<file path="src/rtl/bp_access_scheduler.sv">
// ---------------------------------------------------------------------------
// bp_access_scheduler
//
// Shares the branch predictor's single access port between instruction-fetch
// prediction lookups and branch-outcome feedback updates.
//   * A prediction lookup has priority and is answered combinationally in the
//     same cycle.
//   * Feedback records are queued in a small FIFO and drained into the
//     predictor on cycles with no lookup.
//   * A guard forces a drain when the FIFO is full, or when the head entry has
//     waited STARVE_LIMIT cycles, so feedback is never starved.
//
// Ports
//   Sys_clk, Sys_rst        clock; synchronous active-high reset
//   Sys_rdy                 global enable (low = freeze, no grants)
//   IFSC_predict_en/_pc     prediction request from IF
//   SCIF_predict_grant      request served this cycle
//   SCIF_predict_result     predicted direction, valid with grant
//   IFSC_feedback_en/_pc,
//   IFSC_branch_result      resolved-branch record push from IF
//   SCIF_fb_full            FIFO full (registered count == depth)
//   SC_drop_cnt             saturating count of pushes rejected while full
//   SCPD_predict_en/_pc     lookup strobe and pc to the predictor
//   PDSC_predict_result     combinational lookup result from the predictor
//   SCPD_feedback_en/_pc,
//   SCPD_branch_result      update strobe, pc and outcome to the predictor
// ---------------------------------------------------------------------------
module bp_access_scheduler #(
  parameter int ADDR_WIDTH   = 32,
  parameter int FB_DEPTH_LOG = 2,
  parameter int STARVE_LIMIT = 8,
  parameter int DROP_CNT_W   = 8
) (
  input  logic                  Sys_clk,
  input  logic                  Sys_rst,
  input  logic                  Sys_rdy,
  input  logic                  IFSC_predict_en,
  input  logic [ADDR_WIDTH-1:0] IFSC_pc,
  output logic                  SCIF_predict_grant,
  output logic                  SCIF_predict_result,
  input  logic                  IFSC_feedback_en,
  input  logic [ADDR_WIDTH-1:0] IFSC_feedback_pc,
  input  logic                  IFSC_branch_result,
  output logic                  SCIF_fb_full,
  output logic [DROP_CNT_W-1:0] SC_drop_cnt,
  output logic                  SCPD_predict_en,
  output logic [ADDR_WIDTH-1:0] SCPD_pc,
  input  logic                  PDSC_predict_result,
  output logic                  SCPD_feedback_en,
  output logic [ADDR_WIDTH-1:0] SCPD_feedback_pc,
  output logic                  SCPD_branch_result
);

  localparam int DEPTH = 1 << FB_DEPTH_LOG;
  localparam int PTR_W = FB_DEPTH_LOG;
  localparam int CNT_W = FB_DEPTH_LOG + 1;
  localparam int AGE_W = $clog2(STARVE_LIMIT + 1);

  localparam logic [PTR_W-1:0]      PTR_ONE   = PTR_W'(1);
  localparam logic [CNT_W-1:0]      CNT_ONE   = CNT_W'(1);
  localparam logic [CNT_W-1:0]      DEPTH_C   = CNT_W'(DEPTH);
  localparam logic [AGE_W-1:0]      AGE_ONE   = AGE_W'(1);
  localparam logic [AGE_W-1:0]      AGE_MAX_C = AGE_W'(STARVE_LIMIT);
  localparam logic [DROP_CNT_W-1:0] DROP_ONE  = DROP_CNT_W'(1);

  // Which client owns the predictor port this cycle.
  typedef enum logic [1:0] {
    SEL_IDLE    = 2'd0,
    SEL_PREDICT = 2'd1,
    SEL_DRAIN   = 2'd2
  } sel_e;

  typedef struct packed {
    logic [ADDR_WIDTH-1:0] pc;
    logic                  taken;
  } fb_rec_t;

  fb_rec_t                 fifo_mem_q [DEPTH];
  logic [PTR_W-1:0]        head_q, head_d;
  logic [PTR_W-1:0]        tail_q, tail_d;
  logic [CNT_W-1:0]        count_q, count_d;
  logic [AGE_W-1:0]        age_q, age_d;
  logic [DROP_CNT_W-1:0]   drop_cnt_q, drop_cnt_d;

  sel_e    sel;
  logic    active;
  logic    fifo_full;
  logic    fifo_nonempty;
  logic    force_fb;
  logic    pop;
  logic    push_req;
  logic    push;
  logic    drop;
  fb_rec_t head_rec;

  // -------------------------------------------------------------------------
  // Port selection. The guard is built from registered state only, so the
  // lookup path never depends on same-cycle pushes.
  // -------------------------------------------------------------------------
  // NOTE: every signal assigned in an always_comb gets a default at the top;
  // a path that leaves one unassigned would infer a latch.
  always_comb begin
    active        = Sys_rdy & ~Sys_rst;
    fifo_full     = (count_q == DEPTH_C);
    fifo_nonempty = (count_q != '0);
    force_fb      = fifo_full | (fifo_nonempty & (age_q >= AGE_MAX_C));
    head_rec      = fifo_mem_q[head_q];

    sel = SEL_IDLE;
    if (active && IFSC_predict_en && !force_fb) begin
      sel = SEL_PREDICT;
    end else if (active && fifo_nonempty) begin
      sel = SEL_DRAIN;
    end

    pop      = (sel == SEL_DRAIN);
    push_req = active & IFSC_feedback_en;
    // A full FIFO still takes a push when the head leaves in the same cycle.
    push     = push_req & (~fifo_full | pop);
    drop     = push_req & ~push;
  end

  // -------------------------------------------------------------------------
  // Next-state for pointers, occupancy, head age and drop counter.
  // -------------------------------------------------------------------------
  always_comb begin
    head_d     = head_q;
    tail_d     = tail_q;
    count_d    = count_q;
    age_d      = age_q;
    drop_cnt_d = drop_cnt_q;

    if (pop) begin
      head_d = head_q + PTR_ONE;
    end
    if (push) begin
      tail_d = tail_q + PTR_ONE;
    end

    unique case ({push, pop})
      2'b10:   count_d = count_q + CNT_ONE;
      2'b01:   count_d = count_q - CNT_ONE;
      default: count_d = count_q;
    endcase

    // Age measures how long the current head has waited; a new head starts
    // from zero. Frozen cycles do not age it.
    if (active) begin
      if (pop || !fifo_nonempty) begin
        age_d = '0;
      end else if (age_q < AGE_MAX_C) begin
        age_d = age_q + AGE_ONE;
      end
    end

    if (drop && (drop_cnt_q != '1)) begin
      drop_cnt_d = drop_cnt_q + DROP_ONE;
    end
  end

  // NOTE: sequential state uses non-blocking assignments only, so every flop
  // samples the pre-edge value of every other flop regardless of block order.
  always_ff @(posedge Sys_clk) begin
    if (Sys_rst) begin
      head_q     <= '0;
      tail_q     <= '0;
      count_q    <= '0;
      age_q      <= '0;
      drop_cnt_q <= '0;
    end else begin
      head_q     <= head_d;
      tail_q     <= tail_d;
      count_q    <= count_d;
      age_q      <= age_d;
      drop_cnt_q <= drop_cnt_d;
    end
  end

  // NOTE: the storage array has no reset; an entry is only read after it was
  // written, because count gates every drain. Leaving it unreset keeps it a
  // plain register file.
  always_ff @(posedge Sys_clk) begin
    if (push) begin
      fifo_mem_q[tail_q] <= '{pc: IFSC_feedback_pc, taken: IFSC_branch_result};
    end
  end

  // -------------------------------------------------------------------------
  // Outputs. Data fields are zero whenever their strobe is low, and all
  // outputs are held at zero while reset is asserted.
  // -------------------------------------------------------------------------
  always_comb begin
    SCIF_predict_grant  = 1'b0;
    SCIF_predict_result = 1'b0;
    SCPD_predict_en     = 1'b0;
    SCPD_pc             = '0;
    SCPD_feedback_en    = 1'b0;
    SCPD_feedback_pc    = '0;
    SCPD_branch_result  = 1'b0;
    SCIF_fb_full        = fifo_full & ~Sys_rst;
    SC_drop_cnt         = Sys_rst ? '0 : drop_cnt_q;

    unique case (sel)
      SEL_PREDICT: begin
        SCIF_predict_grant  = 1'b1;
        SCIF_predict_result = PDSC_predict_result;
        SCPD_predict_en     = 1'b1;
        SCPD_pc             = IFSC_pc;
      end
      SEL_DRAIN: begin
        SCPD_feedback_en    = 1'b1;
        SCPD_feedback_pc    = head_rec.pc;
        SCPD_branch_result  = head_rec.taken;
      end
      default: ;
    endcase
  end

endmodule
</file>
<file path="config.mk">
export PLATFORM = sky130hd
export DESIGN_NAME = bp_access_scheduler
export DESIGN_NICKNAME = d
export VERILOG_FILES = /design/src/rtl/bp_access_scheduler.sv
export SDC_FILE = /design/constraint.sdc
export NUM_CORES = 1
export LEC_CHECK = 0
export CORE_ASPECT_RATIO = 1.5
export CORE_MARGIN = 3
export CORE_UTILIZATION = 24
export CTS_CLUSTER_DIAMETER = 80
export CTS_CLUSTER_SIZE = 30
export DETAILED_ROUTE_END_ITERATION = 8
export DONT_BUFFER_PORTS = 1
export PLACE_DENSITY = 0.5
export SLEW_MARGIN = 20
export SYNTH_ARGS = -nofsm -noshare
export SYNTH_HDL_FRONTEND = slang
export SYNTH_SLANG_ARGS = --single-unit
</file>
<file path="constraint.sdc">
create_clock -name Sys_clk -period 2.3 [get_ports Sys_clk]
set_input_delay 0.23 -clock Sys_clk [delete_from_list [all_inputs] [get_ports Sys_clk]]
set_output_delay 0.23 -clock Sys_clk [all_outputs]
set_load 0.03 [all_outputs]
</file>
==> reports/qor.txt, run 1 <==
Core box area: 0.02541 mm2
Rel. slew slack: 57.02%
Post-synth ARST share: 0%
H-tree Lvls: 4
Total grt overflow: 0
Worst Path Max Fanout: 35
WP data required: 2.07 ns
Critical path buffer and inverter count: 0
Final ANT Viol Nets: 0
EDFF count, synth: 132
Share of layout cells above drive strength 1: 27.01%
TNS Setup: 0 ns
CP peak stage delay: 0.50 ns
Root buf cell: clkbuf_16
Seq cells post-synth: 153
Clock buffer depth: 2
Max VDD drop: 0.0005738 V
Routed WL per cell: 17.81 um
Slew at the pin with the worst max-slew slack: 0.6425 ns
Hold Path Class: in -> reg
Via density: 4.323
Inst Count DP: 709
# DRC: 0
Vias in the first global route: 3731
Final period util: 94.38%
P&R area growth vs syn: 25.92%
Setup crit end kind: output port
Pwr dens: 788.1 mW/mm2
Most frequent cells after synthesis: 132 x edfxtp_1, 51 x nor2b_1, 33 x and2_1
Synthesized area per cell: 17.83 um2
Clock Latency Late Sink: 0.42 ns
Starting Density: 24.70%
Filler instances: 2500
Register Area: 0.004389 mm2
YS warnings: 0
Netlist cell types: 33
Sink Count: 153
Vias: 3355
Synth top area share: 63.16%
Leakage: 2.627 nW
Post-route insts no fill: 776
Initial antenna violation count: 0
Clk_skew: 0.009449 ns
Std cell rows: 71
First-pass GRT wire length: 21220 um
Detailed Route WL: 13820 um
Final Setup Violations: 0
Worst Setup Start Kind: flip-flop
Routability Congestion: 0.7129
Endpoints failing hold: 0
Delay-heaviest family, CP: compound AO/OA/AOI/OAI gates
Arrival time worst endpoint: 1.94 ns
CTS buffer count: 17
Post-DP HPWL: 9049 um
Seq/Total Area, Yosys: 69.86%
Area of the multi-input gates: 0.001734 mm2
NumNets Final: 515
Reg clk slew, reported paths: 0.06 ns
Gate Count Post-Synth: 352
DRT Pass-1 Iters: 4
Total power draw: 6.228 mW
Port Buf Inserts: 0
CTS tree: built
Postcts setup bufs: 0
Top-count cell post-synth: edfxtp_1
Pins Over Slew Limit: 0
CP max stage cell: o2111a_4
Initial DRC count: 139
Max Cap Viol: 0
Ports: 149
Syn_nets: 431
Die area: 0.02817 mm2
Area of the mapped netlist: 0.006276 mm2
Post-synth top area cell: edfxtp_1
Largest net degree at the start of global routing: 36
Minimum clock period: 2.171 ns
GRT Resource Usage Total: 10.01%
Critical path type: reg -> out
Synth area leaders: edfxtp_1 63%, mux4_2 11%, dfxtp_1 6.7%
FMAX: 460.7 MHz
RSZ-0062 raised after global routing: no
Antenna Cells: 0
Status: complete, no violations
Most used DFF post-synth: edfxtp_1
DIE HEIGHT: 204.1 um
Cells along the critical path: o21ai_0 > o2111a_4 > and2_1
Die Width: 138.0 um
[where the power goes]
part / internal (mW) / leakage [nW] / switching [mW]
registers: 3.05 / 1.36 / 0.0152
logic: 0.189 / 0.984 / 0.223
clock network: 1.68 / 0.279 / 1.07
total: 4.92 / 2.63 / 1.30
[logic make-up after synthesis]
group,Yosys count,share of synthesized area (%)
AOI/OAI and AO/OA,12,1.555
xor gates and xnor gates,3,0.4187
adders and majority gates,8,1.714
buffers and inverters,27,2.731
DFF,153,69.86
muxes,37,12.68
and+or+nand+nor,112,11.04
[final timing paths]
kind                                               from                       to  slack [ns]  cells after the start
worst max register to register  count_q[0]$_SDFFE_PP0P_  count_q[2]$_SDFFE_PP0P_        0.14                      9
worst min-delay path                            Sys_rst   head_q[0]$_SDFFE_PP0P_        0.03                      2
worst max-delay path            count_q[0]$_SDFFE_PP0P_               SCPD_pc[7]        0.13                      3
worst min register to register   head_q[1]$_SDFFE_PP0P_                flip-flop        0.46                      1
[worst reg2reg max path, cell delays in order (launching register included)]
cell and delay [ns]:
dfxtp_2 0.35, or3_4 0.40, o211ai_4 0.12, clkinvlp_4 0.14
ha_1 0.24, inv_1 0.08, fa_1 0.19, xor2_1 0.10
or3_1 0.32, a21oi_1 0.14
[layout by cell type, fill, tap and decap left out, types with 6 or more instances in the layout]
cell / count
a21oi_1: 6
clkbuf_16: 17
mux4_2: 30
inv_1: 8
and2_1: 32
nand2b_1: 7
edfxtp_1: 132
dfxtp_1: 17
buf_4: 43
nor2b_1: 51
dlygate4sd3_1: 36
ha_1: 7
[layout make-up]
type	instances	share of cell area [%]
sequential	153	55.54
inverter	9	0.4750
tap	328	5.193
multi-input combinational	172	21.94
clock buffer	17	5.383
clock inverter	14	1.979
timing repair buffer	83	9.484
[state kept, by name (all words and copies together) (netlist names), named ones only]
signal and flops:
fifo_mem_q 132, drop_cnt_q 8, age_q 4, count_q 3, head_q 2, tail_q 2
[stage by stage]
step	area [um2]	hold WS (ns)	setup slack, ns	utilization, %
2_1_floorplan	6280	0.3289	0.02959	-
3_3_place_gp	6938	0.3066	0.2525	27.31
3_5_place_dp	6938	0.3063	0.06868	27.31
4_1_cts	7888	0.005039	0.01306	31.05
5_1_grt	7903	0.05405	0.0001423	31.10
6_report	7903	0.03181	0.1292	31.10
[per-layer routing]
| metal | vias to the layer above | track usage, % | wire, um |
|---|---|---|---|
| li1 | 1493 | - | - |
| met1 | 1702 | 10.97 | 5345 |
| met2 | 141 | 17.72 | 7326 |
| met3 | 19 | 3.020 | 709 |
| met4 | 0 | 4.732 | 436 |
| met5 | - | 0 | 0 |
[what timing repair did]
action | in CTS | in global routing
hold endpoints to repair | 149 | 0
setup endpoints to repair | 33 | 16
hold buffers | 36 | 0
resized for setup | 2 | 6
pin swaps | 0 | 0
No activity file was read; power rests on OpenSTA's default activity.
==> run 2, diff against run 1 <==
- ABC_AREA: not set -> 1
==> run 2 against run 1 <==
Compared with the run above:
- core utilization barely moved
- first-iteration DRC count is 81% higher
- register-to-register slack better by 0.17 ns
- critical endpoint is now SCPD_feedback_pc[1]
- final cell count grew 30%
- flip-flop and latch count unchanged
- worst hold slack better by 0.013 ns
- fmax rose by 1.4%
- largest power group unchanged
- via count grew 26%
- critical path depth grew 5
- highest routed layer is now met5
- die area is 2.1% higher
==> reports/qor.txt, run 2 <==
Status: complete, no violations
Initial antenna violation count: 1 (+1)
Setup crit end kind: output port
Syn_nets: 667 (+55%)
Antenna Cells: 0 (unchanged)
Commonest non-fill, non-tap cell in the layout: nor2_1
Synth area leaders: edfxtp_1 62%, nor2_1 11%, dfxtp_1 6.6%
Hold Slack: 0.04497 ns (+0.01317 ns)
Pint: 4.681 mW (-4.9%)
Share of layout cells above drive strength 1: 18.22% (-8.8 points)
Minimum clock period: 2.141 ns (-0.02982 ns)
Post-route insts no fill: 1008 (+30%)
Reg clk slew, reported paths: 0.07 ns (about the same)
Ports: 149 (unchanged)
Critical Path Source: Sys_rdy
Routed WL per cell: 15.12 um (-15%)
Final Setup Violations: 0 (unchanged)
Area of the mapped netlist: 0.006411 mm2 (+2.2%)
Seq cells post-synth: 153 (unchanged)
DRT Pass-1 Iters: 6 (+2)
Multiplexer area fraction after synthesis: 0% (-13 points)
Net Sw Frac: 23.30% (+2.4 points)
Top-count cell post-synth: nor2_1
CP Capture Point: SCPD_feedback_pc[1]
Die area: 0.02875 mm2 (+2.1%)
Max Cap Viol: 0 (unchanged)
Worst r2r src: count_q[0]$_SDFFE_PP0P_
TNS Setup: 0 ns (unchanged)
CP max stage cell: dlygate4sd3_1
Most frequent cells after synthesis: 193 x nor2_1, 132 x edfxtp_1, 71 x o21ai_0
Critical path type: in -> out
Initial DRC count: 252 (+81%)
WP data required: 2.07 ns (about the same)
CP peak stage delay: 0.63 ns (+0.13 ns)
Worst Setup Start Kind: input pin
Largest family of logic cells by synthesized area: simple AND/OR/NAND/NOR gates
Vias: 4221 (+26%)
Post-DP HPWL: 9600 um (+6.1%)
Detailed Route WL: 15240 um (+10%)
Cell count of the worst reg-to-reg path: 12 (+3)
Cells along the critical path: dlygate4sd3_1 > nand2_4 > nor2_4 > nand3_4 > nand2_2 > buf_8 > a21oi_1 > buf_4
Sw Pwr: 1.422 mW (+9.0%)
# DRC: 0 (unchanged)
Max FFs per register: 132 (unchanged)
Final period util: 93.09% (-1.3 points)
Most used DFF post-synth: edfxtp_1
Slew at the pin with the worst max-slew slack: 0.6561 ns (+0.01351 ns)
Gate Count Post-Synth: 588 (+67%)
Std cell rows: 72 (+1.4%)
Hold Path Class: in -> reg
Clk_skew: 0.01103 ns (+0.001579 ns)
Seq/Total Area, Yosys: 68.38% (-1.5 points)
Leakage: 2.949 nW (+12%)
Largest net degree at the start of global routing: 39 (+8.3%)
FMAX: 467.1 MHz (+1.4%)
Clock Latency Late Sink: 0.43 ns (about the same)
Pwr dens: 752.8 mW/mm2 (-4.5%)
Post-Synth Adder-Cell Area: 1.678% (-0.036 points)
DIE HEIGHT: 206.2 um (+1.0%)
Rel. slew slack: 56.10% (-0.92 points)
NumNets Final: 741 (+44%)
CTS tree: built
CTS buffer count: 17 (unchanged)
EDFF count, synth: 132 (unchanged)
H-tree Lvls: 4 (unchanged)
Sequential Power Share: 50.3% (+1.1 points)
Regs by FF count: fifo_mem_q (132), drop_cnt_q (8), age_q (4)
Worst Path Max Fanout: 38 (+8.6%)
Vias in the first global route: 4127 (+11%)
Arrival time worst endpoint: 1.91 ns (-0.03 ns)
Post-synth top area cell: edfxtp_1
Reg2reg setup slack: 0.31 ns (+0.17 ns)
Util after Layout: 31.14% (+0.038 points)
Total power draw: 6.103 mW (-2.0%)
Sink Count: 153 (unchanged)
P&R area growth vs syn: 26.46%
RSZ-0062 raised after global routing: no
Synth Area in Compound Gates: 10.54% (+9.0 points)
Final ANT Viol Nets: 0 (unchanged)
Endpoints failing hold: 0 (unchanged)
Starting Density: 24.63% (-0.077 points)
Simple-Gate Fraction of Synth Area: 13.02% (+2.0 points)
Via density: 4.188 (-3.1%)
Post-synth ARST share: 0% (unchanged)
Max VDD drop: 0.0004610 V (-20%)
Root buf cell: clkbuf_16
Largest Register: fifo_mem_q
Clock buffer depth: 2 (unchanged)
Filler instances: 2610 (+4.4%)
Inst Count DP: 941 (+33%)
Total grt overflow: 0 (unchanged)
Comb power frac: 6.2% (-0.4 points)
Routability Congestion: 0.7409 (+3.9%)
Synthesized area per cell: 10.90 um2 (-39%)
Port Buf Inserts: 0 (unchanged)
Xor/xnor share of the synthesized area: 0.2732% (-0.15 points)
Die Width: 139.5 um (+1.0%)
YS warnings: 0 (unchanged)
Netlist cell types: 26 (-21%)
First-pass GRT wire length: 23470 um (+11%)
GRT Resource Usage Total: 10.78% (+0.76 points)
Most frequent cells in the layout: 189 x nor2_1, 132 x edfxtp_1, 70 x o21ai_0, 59 x inv_1, 44 x buf_4
Pins Over Slew Limit: 0 (unchanged)
Core box area: 0.02604 mm2 (+2.5%)
Reg2reg end: count_q[2]$_SDFFE_PP0P_
Clock share of power: 43.6% (-0.6 points)
Synth top area share: 61.83% (-1.3 points)
[run 2: worst min-delay path by stage]
stage	cells past startpoint	slack, ns	end	start
after global routing	3	0.04	flip-flop	Sys_rst
after floorplan	0	0.33	fifo_mem_q[0][0]$_DFFE_PP_	IFSC_branch_result
after global placement	1	0.31	drop_cnt_q[3]$_SDFFE_PP0P_	Sys_rst
final	3	0.04	count_q[0]$_SDFFE_PP0P_	Sys_rst
after detailed placement	1	0.31	drop_cnt_q[3]$_SDFFE_PP0P_	Sys_rst
after CTS	3	0.02	count_q[2]$_SDFFE_PP0P_	Sys_rst
[run 2: final cells by class]
class | count | area (um2) | share of cell area (%)
clock inverters | 15 | 141.4 | 1.744
clock buffers | 17 | 425.4 | 5.247
well taps | 333 | 416.7 | 5.139
multi-input cells | 341 | 1692 | 20.86
inverters | 63 | 236.5 | 2.917
repair buffers | 86 | 807.0 | 9.954
flip-flops and latches | 153 | 4389 | 54.14
[run 2: per-stage QoR]
stage,worst slack [ns],cell area (um2)
after floorplan,-0.2485,6411
after global placement,0.3029,7151
after detailed placement,0.3155,7151
after CTS,0.0002125,8074
after global routing,0.01511,8108
final,0.1590,8108
[run 2: logic make-up (layout without fill, tap and decap cells)]
logic type	count (synthesis)	after routing
flip-flops	153	153
AO/OA/AOI/OAI	120	120
AND/OR/NAND/NOR	211	211
adder cells (fa/ha/maj)	8	8
XOR/XNOR	2	2
buffers and inverters	94	181
[run 2: power groups by stage]
stage / Sequential (mW) / Clock [mW] / Combinational, mW
after floorplan: 3.12 / 0 / 0.230
after CTS: 3.07 / 2.75 / 0.382
after global routing: 3.07 / 2.88 / 0.422
final: 3.07 / 2.66 / 0.378
after global placement: 3.13 / 0 / 0.301
after detailed placement: 3.13 / 0 / 0.303
[run 2: layer usage]
metal  GRT usage, %  vias up  part of all wire, %
li1               -     2102                    -
met1          12.55     2019                   43
met2          18.93       82                   52
met3          2.847       16                  3.1
met4          4.196        2                  1.7
met5              0        -                0.046
[run 2: worst max-delay path: cells and delay by family]
| kind | cells | cell delay (ns) |
|---|---|---|
| compound gates | 1 | 0.10 |
| buf+inv | 3 | 1.18 |
| simple gates | 4 | 0.39 |
[run 2: what timing repair did]
item,in CTS,in global routing
hold endpoints to repair,146,0
hold buffers,35,0
setup endpoints to repair,10,11
pin swaps,0,0
setup buffers,0,0
gates resized for setup,2,11
==> run 3, diff against run 2 <==
- CORE_UTILIZATION: 24 -> 57
- PLACE_DENSITY: 0.5 -> 0.87
==> run 3 against run 2 <==
Compared with the run above:
- flip-flop and latch count did not move
- fmax fell by 2.1%
- critical path depth fell by 2
- non-clock buffer count fell by 3
- critical endpoint unchanged
==> reports/qor.txt, run 3 (same netlist as run 2, synthesis figures left out) <==
Status: complete, no violations
Rel. slew slack: 61.15% (+5.0 points)
Critical Path Source: count_q[1]$_SDFFE_PP0P_
Max VDD drop: 0.0006355 V (+38%)
Postcts setup bufs: 0 (unchanged)
Clk_skew: 0.006173 ns (-0.004855 ns)
Pint: 4.783 mW (+2.2%)
Inst Count DP: 749 (-20%)
WP data required: 2.07 ns (about the same)
Sequential Power Share: 49.8% (-0.5 points)
Final Setup Violations: 0 (unchanged)
Endpoints failing hold: 0 (unchanged)
DIE HEIGHT: 135.9 um (-34%)
Cells along the critical path: o21ai_1 > nand3_4 > nand2_2 > buf_6 > a21oi_1 > buf_4
Vias in the first global route: 4756 (+15%)
Starting Density: 59.57% (+35 points)
Comb power frac: 6.1% (about the same)
Setup crit end kind: output port
Ports: 149 (unchanged)
Worst r2r src: count_q[1]$_SDFFE_PP0P_
Share of layout cells above drive strength 1: 16.82% (-1.4 points)
Worst Min Path Start: Sys_rdy
First-pass GRT wire length: 22690 um (-3.3%)
Final period util: 95.04% (+1.9 points)
Total power draw: 6.166 mW (+1.0%)
Core box area: 0.01076 mm2 (-59%)
Final setup margin: 0.1142 ns (-0.04482 ns)
Util after Layout: 72.51% (+41 points)
Pins Over Slew Limit: 0 (unchanged)
Post-route insts no fill: 816 (-19%)
Max FFs per register: 132 (unchanged)
Die area: 0.01258 mm2 (-56%)
Worst Setup Start Kind: flip-flop
Hold Slack: 0.02432 ns (-0.02066 ns)
Vias: 4604 (+9.1%)
Final ANT Viol Nets: 0 (unchanged)
Port Buf Inserts: 0 (unchanged)
CTS tree: built
Post-DP HPWL: 8551 um (-11%)
Routability Congestion: 0.8255 (+11%)
Detailed Route WL: 14730 um (-3.4%)
Most frequent cells in the layout: 189 x nor2_1, 132 x edfxtp_1, 71 x o21ai_0, 59 x inv_1, 44 x buf_4
GRT Resource Usage Total: 24.06% (+13 points)
Reg clk slew, reported paths: 0.06 ns (about the same)
Largest net degree at the start of global routing: 67 (+72%)
CP peak stage delay: 0.37 ns (-0.26 ns)
DRT Pass-1 Iters: 6 (unchanged)
CP max stage cell: buf_6
Via density: 5.642 (+35%)
RSZ-0062 raised after global routing: no
Clock buffer depth: 2 (unchanged)
Max Cap Viol: 0 (unchanged)
Sink Count: 153 (unchanged)
Largest Register: fifo_mem_q
Regs by FF count: fifo_mem_q (132), drop_cnt_q (8), age_q (4)
Root buf cell: clkbuf_16
Routed WL per cell: 18.05 um (+19%)
Arrival time worst endpoint: 1.96 ns (+0.05 ns)
Die Width: 92.60 um (-34%)
H-tree Lvls: 4 (unchanged)
TNS Setup: 0 ns (unchanged)
Worst Path Max Fanout: 38 (unchanged)
Total grt overflow: 0 (unchanged)
Placed Area: 0.006853 mm2 (-4.2%)
Sw Pwr: 1.384 mW (-2.7%)
Net Sw Frac: 22.44% (-0.86 points)
P&R area growth vs syn: 21.72%
Pwr dens: 790.2 mW/mm2 (+5.0%)
Antenna Cells: 0 (unchanged)
CTS buffer count: 17 (unchanged)
Commonest non-fill, non-tap cell in the layout: nor2_1
Initial antenna violation count: 0 (-1)
Minimum clock period: 2.186 ns (+0.04482 ns)
Clock Latency Late Sink: 0.42 ns (about the same)
Fin area: 0.007804 mm2 (-3.8%)
# DRC: 0 (unchanged)
Slew at the pin with the worst max-slew slack: 0.5806 ns (-0.07544 ns)
Post-place setup slack: 0.3008 ns (-0.01472 ns)
FMAX: 457.5 MHz (-2.1%)
Clock share of power: 44.1% (+0.5 points)
Leakage: 2.922 nW (-0.94%)
Hold Path Class: in -> reg
Critical path type: reg -> out
Std cell rows: 46 (-36%)
Initial DRC count: 388 (+54%)
NumNets Final: 738 (-0.40%)
run 3: worst paths after layout:
path | end | cells past startpoint | slack, ns
hold / removal | age_q[0]$_SDFFE_PP0P_ | 2 | 0.02
setup reg to reg | count_q[2]$_SDFFE_PP0P_ | 12 | 0.27
hold reg to reg | drop_cnt_q[5]$_SDFFE_PP0P_ | 2 | 0.44
setup / recovery | SCPD_feedback_pc[1] | 6 | 0.11
run 3: final cells by class:
cell class / count / area [um2]
sequential: 153 / 4385
fill: 636 / 2959
multi-input combinational: 341 / 1665
timing repair buffer: 83 / 743.2
clock buffer: 17 / 425.4
inverter: 63 / 239.0
tap: 144 / 180.2
clock inverter: 15 / 165.2
run 3: what timing repair did:
item / 4_1_cts / 5_1_grt
setup endpoints to repair: 14 / 2
pin swaps: 0 / 0
hold endpoints to repair: 144 / 0
hold buffers: 35 / 0
gates resized for setup: 2 / 1
run 3: per-layer routing:
layer  global-route usage, %  vias to the layer above  routed length, um  share of wire (%)
met5                       0                        -                  0                  0
met4                   10.50                        0                449                3.0
met3                   7.918                       55               1442                9.8
met2                   44.00                      325               7897                 54
met1                   24.79                     2127               4937                 34
li1                        -                     2097                  -                  -
run 3: power groups by stage:
stage          combinational, mW  sequential (mW)  clock (mW)
5_1_grt                    0.409             3.07        2.90
3_3_place_gp               0.279             3.12           0
6_report                   0.379             3.07        2.72
2_1_floorplan              0.230             3.12           0
3_5_place_dp               0.290             3.13           0
4_1_cts                    0.370             3.07        2.72
run 3: worst max-delay path, delay by kind of cell (launching register included):
kind / cells / cell delay [ns]
DFF: 1 / 0.34
AOI/OAI and AO/OA: 2 / 0.41
buffers and inverters: 2 / 0.57
and+or+nand+nor: 2 / 0.20
